`src/rtl/snooze_down_timer.sv`:
```
// BCD mm:ss countdown timer with load, start/pause/abort and a one-cycle expiry pulse.
// Digits, BUSY and DONE are registered; ZERO is decoded combinationally from the digits.
module snooze_down_timer #(
  parameter int MAX_MT = 5
) (
  input  logic       Clk,
  input  logic       Clr,
  input  logic       Tick,
  input  logic       LD,
  input  logic       Start,
  input  logic       Stop,
  input  logic [2:0] IN_MT,
  input  logic [3:0] IN_MU,
  input  logic [2:0] IN_ST,
  input  logic [3:0] IN_SU,
  output logic [2:0] MT,
  output logic [3:0] MU,
  output logic [2:0] ST,
  output logic [3:0] SU,
  output logic       BUSY,
  output logic       DONE,
  output logic       ZERO
);

  localparam logic [1:0] S_IDLE    = 2'd0;
  localparam logic [1:0] S_RUN     = 2'd1;
  localparam logic [1:0] S_PAUSE   = 2'd2;
  localparam logic [1:0] S_EXPIRED = 2'd3;

  localparam logic [2:0] MT_LIM = 3'(MAX_MT);

  logic [1:0] state, state_nxt;
  logic [2:0] mt_nxt, dec_mt;
  logic [3:0] mu_nxt, dec_mu;
  logic [2:0] st_nxt, dec_st;
  logic [3:0] su_nxt, dec_su;
  logic       done_nxt;
  logic       dec_zero;

  function automatic logic [3:0] sat4(input logic [3:0] d, input logic [3:0] lim);
    return (d > lim) ? lim : d;
  endfunction

  function automatic logic [2:0] sat3(input logic [2:0] d, input logic [2:0] lim);
    return (d > lim) ? lim : d;
  endfunction

  assign ZERO = (MT == 3'd0) && (MU == 4'd0) && (ST == 3'd0) && (SU == 4'd0);

  // One-second borrow chain; only applied when the value is nonzero.
  always_comb begin
    dec_mt = MT;
    dec_mu = MU;
    dec_st = ST;
    dec_su = SU;
    if (SU != 4'd0) begin
      dec_su = SU - 4'd1;
    end else begin
      dec_su = 4'd9;
      if (ST != 3'd0) begin
        dec_st = ST - 3'd1;
      end else begin
        dec_st = 3'd5;
        if (MU != 4'd0) begin
          dec_mu = MU - 4'd1;
        end else begin
          dec_mu = 4'd9;
          dec_mt = MT - 3'd1;
        end
      end
    end
  end

  assign dec_zero = (dec_mt == 3'd0) && (dec_mu == 4'd0) &&
                    (dec_st == 3'd0) && (dec_su == 4'd0);

  always_comb begin
    state_nxt = state;
    mt_nxt    = MT;
    mu_nxt    = MU;
    st_nxt    = ST;
    su_nxt    = SU;
    done_nxt  = 1'b0;
    case (state)
      S_RUN: begin
        if (Stop) begin
          state_nxt = S_PAUSE;
        end else if (Tick && !ZERO) begin
          mt_nxt = dec_mt;
          mu_nxt = dec_mu;
          st_nxt = dec_st;
          su_nxt = dec_su;
          if (dec_zero) begin
            state_nxt = S_EXPIRED;
            done_nxt  = 1'b1;
          end
        end
      end
      default: begin
        if (LD) begin
          state_nxt = S_IDLE;
          mt_nxt    = sat3(IN_MT, MT_LIM);
          mu_nxt    = sat4(IN_MU, 4'd9);
          st_nxt    = sat3(IN_ST, 3'd5);
          su_nxt    = sat4(IN_SU, 4'd9);
        end else if (Stop) begin
          if (state != S_IDLE) begin
            state_nxt = S_IDLE;
            mt_nxt    = 3'd0;
            mu_nxt    = 4'd0;
            st_nxt    = 3'd0;
            su_nxt    = 4'd0;
          end
        end else if (Start && !ZERO && (state != S_EXPIRED)) begin
          state_nxt = S_RUN;
        end
      end
    endcase
  end

  always_ff @(posedge Clk) begin
    if (Clr) begin
      state <= S_IDLE;
      MT    <= 3'd0;
      MU    <= 4'd0;
      ST    <= 3'd0;
      SU    <= 4'd0;
      BUSY  <= 1'b0;
      DONE  <= 1'b0;
    end else begin
      state <= state_nxt;
      MT    <= mt_nxt;
      MU    <= mu_nxt;
      ST    <= st_nxt;
      SU    <= su_nxt;
      BUSY  <= (state_nxt == S_RUN);
      DONE  <= done_nxt;
    end
  end

endmodule

```
`config.mk`:
```
export PLATFORM = sky130hd
export DESIGN_NAME = snooze_down_timer
export DESIGN_NICKNAME = d
export VERILOG_FILES = /design/src/rtl/snooze_down_timer.sv
export SDC_FILE = /design/constraint.sdc
export NUM_CORES = 1
export LEC_CHECK = 0
export BUFFER_PORTS_ARGS = -buffer_cell sky130_fd_sc_hd__buf_2
export CAP_MARGIN = 20
export CORE_MARGIN = 5
export CORE_UTILIZATION = 46
export DETAILED_ROUTE_END_ITERATION = 8
export HOLD_SLACK_MARGIN = 0.02
export PLACE_DENSITY_LB_ADDON = 0.3
export SLEW_MARGIN = 20
export SYNTH_ARGS = -nofsm -noshare
export SYNTH_HDL_FRONTEND = slang
export SYNTH_SLANG_ARGS = --single-unit
```
`constraint.sdc`:
```
create_clock -name Clk -period 2.3 [get_ports Clk]
set_input_delay 0 -clock Clk [delete_from_list [all_inputs] [get_ports Clk]]
set_output_delay 0 -clock Clk [all_outputs]
set_load 0.05 [all_outputs]
```
==> results summary, run 1 <==
The net total in the final layout is between 200 and 250. The root buffer cell is clkbuf_4. Among all stages on the critical path, the largest delay is contributed by or4_4. The wire length of the first global-routing pass came out at between 5000 and 6000 um. The clock drives 18 sinks.

The synthesized net count is 193. Sorting the synthesized cells by area gives the leading types as dfxtp_1 29%, a21oi_1 8.4%, o21ai_0 8.4%. Synthesis inferred 18 register bits. The final-report setup violation count came out at 0. The DRC violation count after routing came out at 0.

Summed over all instances, the cell type with the most area after synthesis is dfxtp_1. The final hold violation count came out at 0. The overall track demand over capacity in global routing came out at approximately a fifth. The vertical die dimension came out at 62.1 um. The initial antenna violation count came out at 0. The synthesized design devotes to its leading area cell type a little under 30% of total area. Once detailed placement completed, the half-perimeter wirelength came to between 2000 and 3000 um. The count of unique library cells instantiated by Yosys is 38. The core region area came out at 2540 um2. Summing all non-filler instances in the final layout gives an area of between 1500 and 2000 um2.

The worst slew margin relative to its limit came out at between 60% and 70%. The aggregate negative setup slack came out at 0 ps. The layer flagged by global routing as most heavily used is met2. The number of I/O pins came out at 37.

The number of antenna diodes in the final layout is 0. The data required time of the worst path came out at between 2000 and 3000 ps. The average cell area after synthesis came out at roughly 7.3 um2.

The worst setup path is captured at a register. The number of warnings reported in the yosys synthesis log came out at 0. The TritonCTS clock tree is yes.

The port buffer count is 36. The remaining number of nets flagged by the antenna check after routing came out at 0. The sequential element share of the synthesized area came out at 28.9%.

The critical path is of the reg -> reg type. The total wirelength of the detailed-routed design came out at ~3500 um. The number of violations reported at the end of detailed-routing iteration 0 is around 60. The via count of the first global-routing pass is 1,259. The ratio of total power to cell area came out at just under 600 nW/um2.

Summing over every cut layer, the via total after detailed routing is 1,401. After floorplanning, the core was divided into 18 placement rows. Walking the worst path, the cells encountered are or4_4 -> or4_4 -> nor3_2 -> o211ai_1 -> and3_1. Global routing consumed, on the met1 layer, around a quarter of the routing resources. The clock transition at the register clock pins on the worst setup and hold paths after CTS came out at approximately 110 ps. The remaining global-route overflow came out at 0. After detailed routing, the number of vias per cell comes to ~5.9.

The average routed wire per standard cell came out at 14.7 um. The floorplan step defined a die boundary enclosing just under 4000 um2. The total of max-cap violations came out at 0. The most frequent cell on the critical path is or4_4. Setup repair after global routing left no endpoint under its margin. The placed standard-cell area is approximately 1500 um2. The initial core utilization is 49.0%. The worst setup path is launched from a register. For the pin with the worst max-slew slack, the measured transition is roughly 510 ps. The global-route met3 utilization is 3.31%. The cell family contributing the most delay on the critical path is simple AND/OR/NAND/NOR gates. Entering global routing, the biggest net connects 24 pins.

The clock buffer count from CTS came out at 3. The deepest level of the CTS H-tree is 1. For this design the static power due to leakage is about 0.64 nW. The peak per-stage delay on the critical path is 600 ps. Counting every instance in the synthesized netlist gives roughly 170. The part of the cycle the worst path needs came out at 95.6%.

The highest clock frequency the design can meet came out at roughly 450 MHz. In the global route stage, met2 resource usage came out at 32.5%. In this run the horizontal extent of the chip is ~62 um. The count of pins over their slew limit is 0.

The summed instance area of the synthesized netlist came out at roughly 1200 um2. The latest clock arrival within the worst-skew pair came out at roughly 300 ps. The biggest fanout along the worst timing path is 10. The post-route netlist has ~27% of its cells at a drive strength greater than 1.

The largest vdd supply drop came out at approximately 0.35 mV. From synthesis to final layout, the design area changed by 22.6%. In this run the worst hold path is classified as in -> reg. The placer congestion estimate came out at 0.813.

The worst clock skew on the final layout came out at about 3.8 ps. The combined buffer and inverter count along the critical path is 0. The maximum buffer depth of the clock tree is 2. The final critical-path required period came out at roughly 2200 ps. The flow ran to the end, and the final reports show no timing, DRC or antenna violations. The detailed-routing iteration count for the pre-antenna-repair pass came out at 4. The arrival time reported for the critical path endpoint is ~2400 ps.
==> final cells by class <==
| class | instances | area [um2] |
|---|---|---|
| sequential | 18 | 365 |
| clock buffer | 4 | 36.3 |
| fill | 258 | 1020 |
| inverter | 9 | 33.8 |
| multi-input combinational | 132 | 790 |
| timing repair buffer | 46 | 265 |
| tap | 30 | 37.5 |
==> state kept, by name (all words and copies together), names as in the netlist <==
| register | flops |
|---|---|
| ST | 3 |
| MU | 4 |
| DONE | 1 |
| SU | 4 |
| state | 2 |
| BUSY | 1 |
| MT | 3 |
==> stage by stage <==
stage | hold slack [ps] | power (mW) | util, % | setup WS, ps | instances
floorplan | 79.3 | 0.599 | - | 0.398 | 171
global placement | 248 | 0.670 | 57.0 | 168 | 231
detailed placement | 258 | 0.675 | 57.0 | 127 | 231
CTS | 33.1 | 0.881 | 60.0 | 105 | 239
global route | 31.3 | 0.931 | 60.0 | 25.7 | 239
finish | 37.3 | 0.880 | 60.0 | 102 | 239
==> placed cells by master, fill, tap and decap left out, drive strengths merged, types with 2 or more instances in the layout <==
cell type / instances
buf: 42
a21oi: 22
o21ai: 21
dfxtp: 18
nor3: 14
nand2: 13
nor2: 11
inv: 9
nor4: 6
a211oi: 6
dlygate4sd3: 4
nor4b: 4
clkbuf: 4
nor3b: 3
nand3: 3
or3: 3
nand2b: 2
and3: 2
or4: 2
nand4b: 2
a21o: 2
mux2i: 2
o32ai: 2
ha: 2
==> metal layers <==
| metal | part of all wire [%] | up-vias |
|---|---|---|
| met5 | 0 | - |
| met1 | 44 | 627 |
| met3 | 6.9 | 2 |
| li1 | - | 711 |
| met2 | 48 | 61 |
| met4 | 0.63 | 0 |
==> power breakdown <==
part | leakage (nW) | internal [mW] | total, mW | switching [mW]
logic | 0.469 | 0.114 | 0.318 | 0.204
registers | 0.148 | 0.330 | 0.358 | 0.0284
clock network | 0.0210 | 0.0965 | 0.204 | 0.108
total | 0.638 | 0.540 | 0.880 | 0.340
==> Yosys cell counts <==
| cell type | count |
|---|---|
| a21oi_2 | 1 |
| nor3_1 | 13 |
| nor2b_1 | 1 |
| dfxtp_1 | 18 |
| a211oi_1 | 6 |
| nor3_2 | 1 |
| nand2b_1 | 2 |
| nand3b_1 | 1 |
| a32oi_1 | 1 |
| mux2i_1 | 2 |
| nor4_1 | 6 |
| or4b_2 | 1 |
| nand3_1 | 3 |
| o21ai_0 | 21 |
| o32ai_1 | 2 |
| a221oi_1 | 1 |
| inv_1 | 9 |
| a31oi_1 | 1 |
| nand2_1 | 13 |
| or4_4 | 2 |
| nand4b_1 | 2 |
| nor3b_1 | 3 |
| or3_1 | 2 |
| o211ai_1 | 1 |
| nor4b_1 | 4 |
| buf_2 | 1 |
| clkbuf_1 | 7 |
| a31o_2 | 1 |
| xor2_1 | 1 |
| ha_1 | 2 |
| a21o_1 | 2 |
| buf_1 | 1 |
| nor2_1 | 11 |
| a21oi_1 | 21 |
| or3_2 | 1 |
| or3b_2 | 1 |
| buf_6 | 3 |
| and3_1 | 2 |
==> worst min-delay path, stage by stage <==
cell     delay (ps)
buf_2            90
a31o_2          160
a21oi_1          50
==> cell families (layout without fill, tap and decap cells) <==
family                   Yosys count  in the layout  share of synthesized area (%)
AO/OA/AOI/OAI                     58             58                           27.0
XOR/XNOR                           1              1                          0.703
adder cells (fa/ha/maj)            2              2                           2.01
buffers and inverters             21             59                           8.23
flip-flops                        18             18                           28.9
multiplexers                       2              2                           1.61
AND/OR/NAND/NOR                   69             69                           31.5
==> worst paths after layout <==
| path | depth (start not counted) | to | slack [ps] | start |
|---|---|---|---|---|
| max | 5 | BUSY | 100 | SU[0] |
| min | 3 | state[1] | 40 | Start |
| max reg2reg | 5 | BUSY | 100 | SU[0] |
| min reg2reg | 2 | SU[0] | 520 | SU[0] |
==> timing repair <==
item / CTS / global route
buffers inserted: 0 / 0
gates resized for setup: 0 / 0
hold buffers: 4 / 0
hold endpoints to repair: 5 / 0
endpoints found under the setup margin: 0 / 0
No activity file was read; power rests on OpenSTA's default activity.
==> run 2: changes to the inputs <==
==> constraint.sdc (replaced) <==
create_clock -name Clk -period 2.3 [get_ports Clk]
set_input_delay 0.23 -clock Clk [delete_from_list [all_inputs] [get_ports Clk]]
set_output_delay 0.23 -clock Clk [all_outputs]
set_load 0.05 [all_outputs]
==> results summary, run 2 (synthesis results as in run 1) <==
STA classifies the critical path endpoint as a register. Summed over all layers, the routed wires come to roughly 3600 um. In the final layout, the registers with the most flip-flops are MU x4, SU x4.

The global routing met2 resource utilization came out at 35.9%. Once placement finished, the instance area stood at about 1500 um2. The width of the die came out at roughly 62 um. Of the cells placed in the final design, the portion with a size suffix greater than 1 is 28.5%. The internal power contribution is between 500 and 600 uW. Counting cells, the worst reg-to-reg path comes to 5. The data required time of the worst path is 2510 ps. The deepest level of the CTS H-tree came out at 1. The type of the tightest min-delay check is in -> reg. The overall track demand over capacity in global routing came out at a little over a fifth. The remaining global-route overflow came out at 0.

The number of violations reported at the end of detailed-routing iteration 0 is between 50 and 60. The net total in the final layout is 230. The met1 layer usage reported by global route is between 20% and 30%. The maximum number of pins on one net before global-route repair came out at 24. The power dissipated by switching net loads came out at about 340 uW. The origin of the critical flop-to-flop path is SU[0]. The cell count after placement is between 200 and 250. Setup violations remaining at the end of the flow were counted as 0.

TritonCTS built the clock tree. From synthesis to final layout, the design area changed by 21.0%. The quantity of hold-fixing buffers added after cts came out at 0. Setup slack closes at 117 ps.

The initial core utilization came out at roughly half. In the routed design, unresolved DRC markers number 0. The count of pins over their slew limit came to 0. The analysis attributes to cell leakage a power of between 0.6 and 0.7 nW.

The worst path in the final design needs a cycle of 2180 ps, including I/O delays and setup. The root buffer cell is clkbuf_4. The category of the most critical setup path is reg -> reg.

The part of the cycle the worst path needs is a little over nine tenths. The initial antenna violation count is 0. The via count of the first global-routing pass came out at 1,391. The finished cells cover around 1500 um2. The biggest fanout along the worst timing path came out at 10. The post-cts sizing count is 0. The register-to-register setup slack is between 100 and 150 ps. Across the VDD grid, the largest voltage drop is around 0.36 mV.

The final hold violation count is 0. At the pin with the least slew margin, the transition time is 562 ps. The library cell used most frequently in the layout, excluding fill and tap cells, is buf_2. The average routed wire per standard cell came out at 15.1 um.

The placer congestion estimate is between 0.8 and 0.9. Clock tree synthesis inserted a total of 3 buffers. Setup repair after global routing left no endpoint under its margin. The endpoint of the most critical register-to-register path is BUSY. The relative contribution of the clock network to total power came out at approximately a fifth.

The launching element type of the critical path is a register. The ratio of total power to cell area came out at between 500 and 600 nW/um2. The number of diodes is 0. Pin placement for this block handled 37 I/O pins. Measured against its own limit, the worst slew margin works out to between 60% and 70%. The worst clock skew on the final layout came out at 7.53 ps. The via count normalized by instance count came out at a little over 6. The total half-perimeter wirelength after legalization and detailed placement is 2670 um.

The detailed-route via count came out at about 1,400. The wire length of the first global-routing pass is 5980 um. The switching fraction of total power came out at about two fifths.

The floorplan step defined a core boundary enclosing between 2000 and 3000 um2. The flow ran to the end, and the final reports show no timing, DRC or antenna violations. The vertical die dimension is 62.1 um. The aggregate negative setup slack is 0 ps. The finished layout holds 237 standard cells, fillers aside. The library cells used most frequently in the layout, excluding fill and tap cells, are 36 x buf_2, 21 x o21ai_0, 21 x a21oi_1. In the global route stage, met3 resource usage came out at under 10%. The worst hold path terminates at DONE. The number of sinks on the clock net came out at 18.

The longest clock path from root to sink contains 2 buffers. At the placement stage, the worst setup path has a slack of approximately 140 ps. The total of max-cap violations is 0.

The start point of the worst hold path is Stop. The worst hold path passes through 2 cells. The pre-antenna-repair detailed-routing pass consisted of 4 iterations.

The number of placement rows came out at 18. The part of the power in registers came out at a little over two fifths. The share of total power dissipated in combinational logic is between 30% and 40%. The port buffer count came out at 36. Based on the critical path, the design can be clocked at up to about 460 MHz. The clock transition at the register clock pins on the worst setup and hold paths after CTS came out at about 110 ps. The remaining number of nets flagged by the antenna check after routing is 0. The count of buffers added by post-CTS timing repair for setup is 0. The area of the die is between 3000 and 4000 um2. The latest clock arrival within the worst-skew pair is ~300 ps. The global routing stage identified its most utilized layer as met2.

The arrival time reported for the critical path endpoint came out at 2390 ps.
run 2: cell types whose count changed in the layout (fill, tap and decap cells not counted), sizes merged:
| cell | previous run | this run |
|---|---|---|
| buf | 42 | 44 |
| dlygate4sd3 | 4 | 0 |
run 2: worst max path at each step:
stage,start,endpoint,slack (ps),cells after the start
CTS,SU[0],BUSY,120,5
global placement,SU[0],BUSY,170,5
detailed placement,SU[0],BUSY,140,5
finish,SU[0],BUSY,120,5
global route,MT[0],MT[2],40,9
floorplan,SU[1],BUSY,0.4,7
run 2: power by group through the flow:
stage	registers (mW)	logic (mW)	clock network, mW
floorplan	0.415	0.190	0
global placement	0.366	0.320	0
detailed placement	0.368	0.324	0
CTS	0.361	0.326	0.179
global route	0.367	0.357	0.193
finish	0.362	0.328	0.170
run 2: worst max-delay path, stage by stage (launching register included):
cell	delay, ps
dfxtp_4	390
or4_4	610
or4_4	580
nor3_2	170
o211ai_1	130
and3_1	210
run 2: cell type report:
cell class                 instances  area (um2)
sequential                        18         365
inverter                           9        33.8
tap                               30        37.5
fill                             241        1040
multi-input combinational        132         805
clock buffer                       4        26.3
timing repair buffer              44         240
run 2: metal layers:
metal,part of all wire (%),wire length [um],vias to the layer above
met3,6.8,244,5
li1,-,-,705
met5,0,0,-
met4,1.4,50,0
met1,42,1500,675
met2,50,1800,49
run 2: metrics by stage:
step | power (mW) | util, % | hold slack [ps]
6_report | 0.860 | 59.2 | 150
5_1_grt | 0.918 | 59.2 | 168
4_1_cts | 0.866 | 59.0 | 142
3_5_place_dp | 0.693 | 58.0 | 478
3_3_place_gp | 0.686 | 58.0 | 481
2_1_floorplan | 0.604 | - | 309
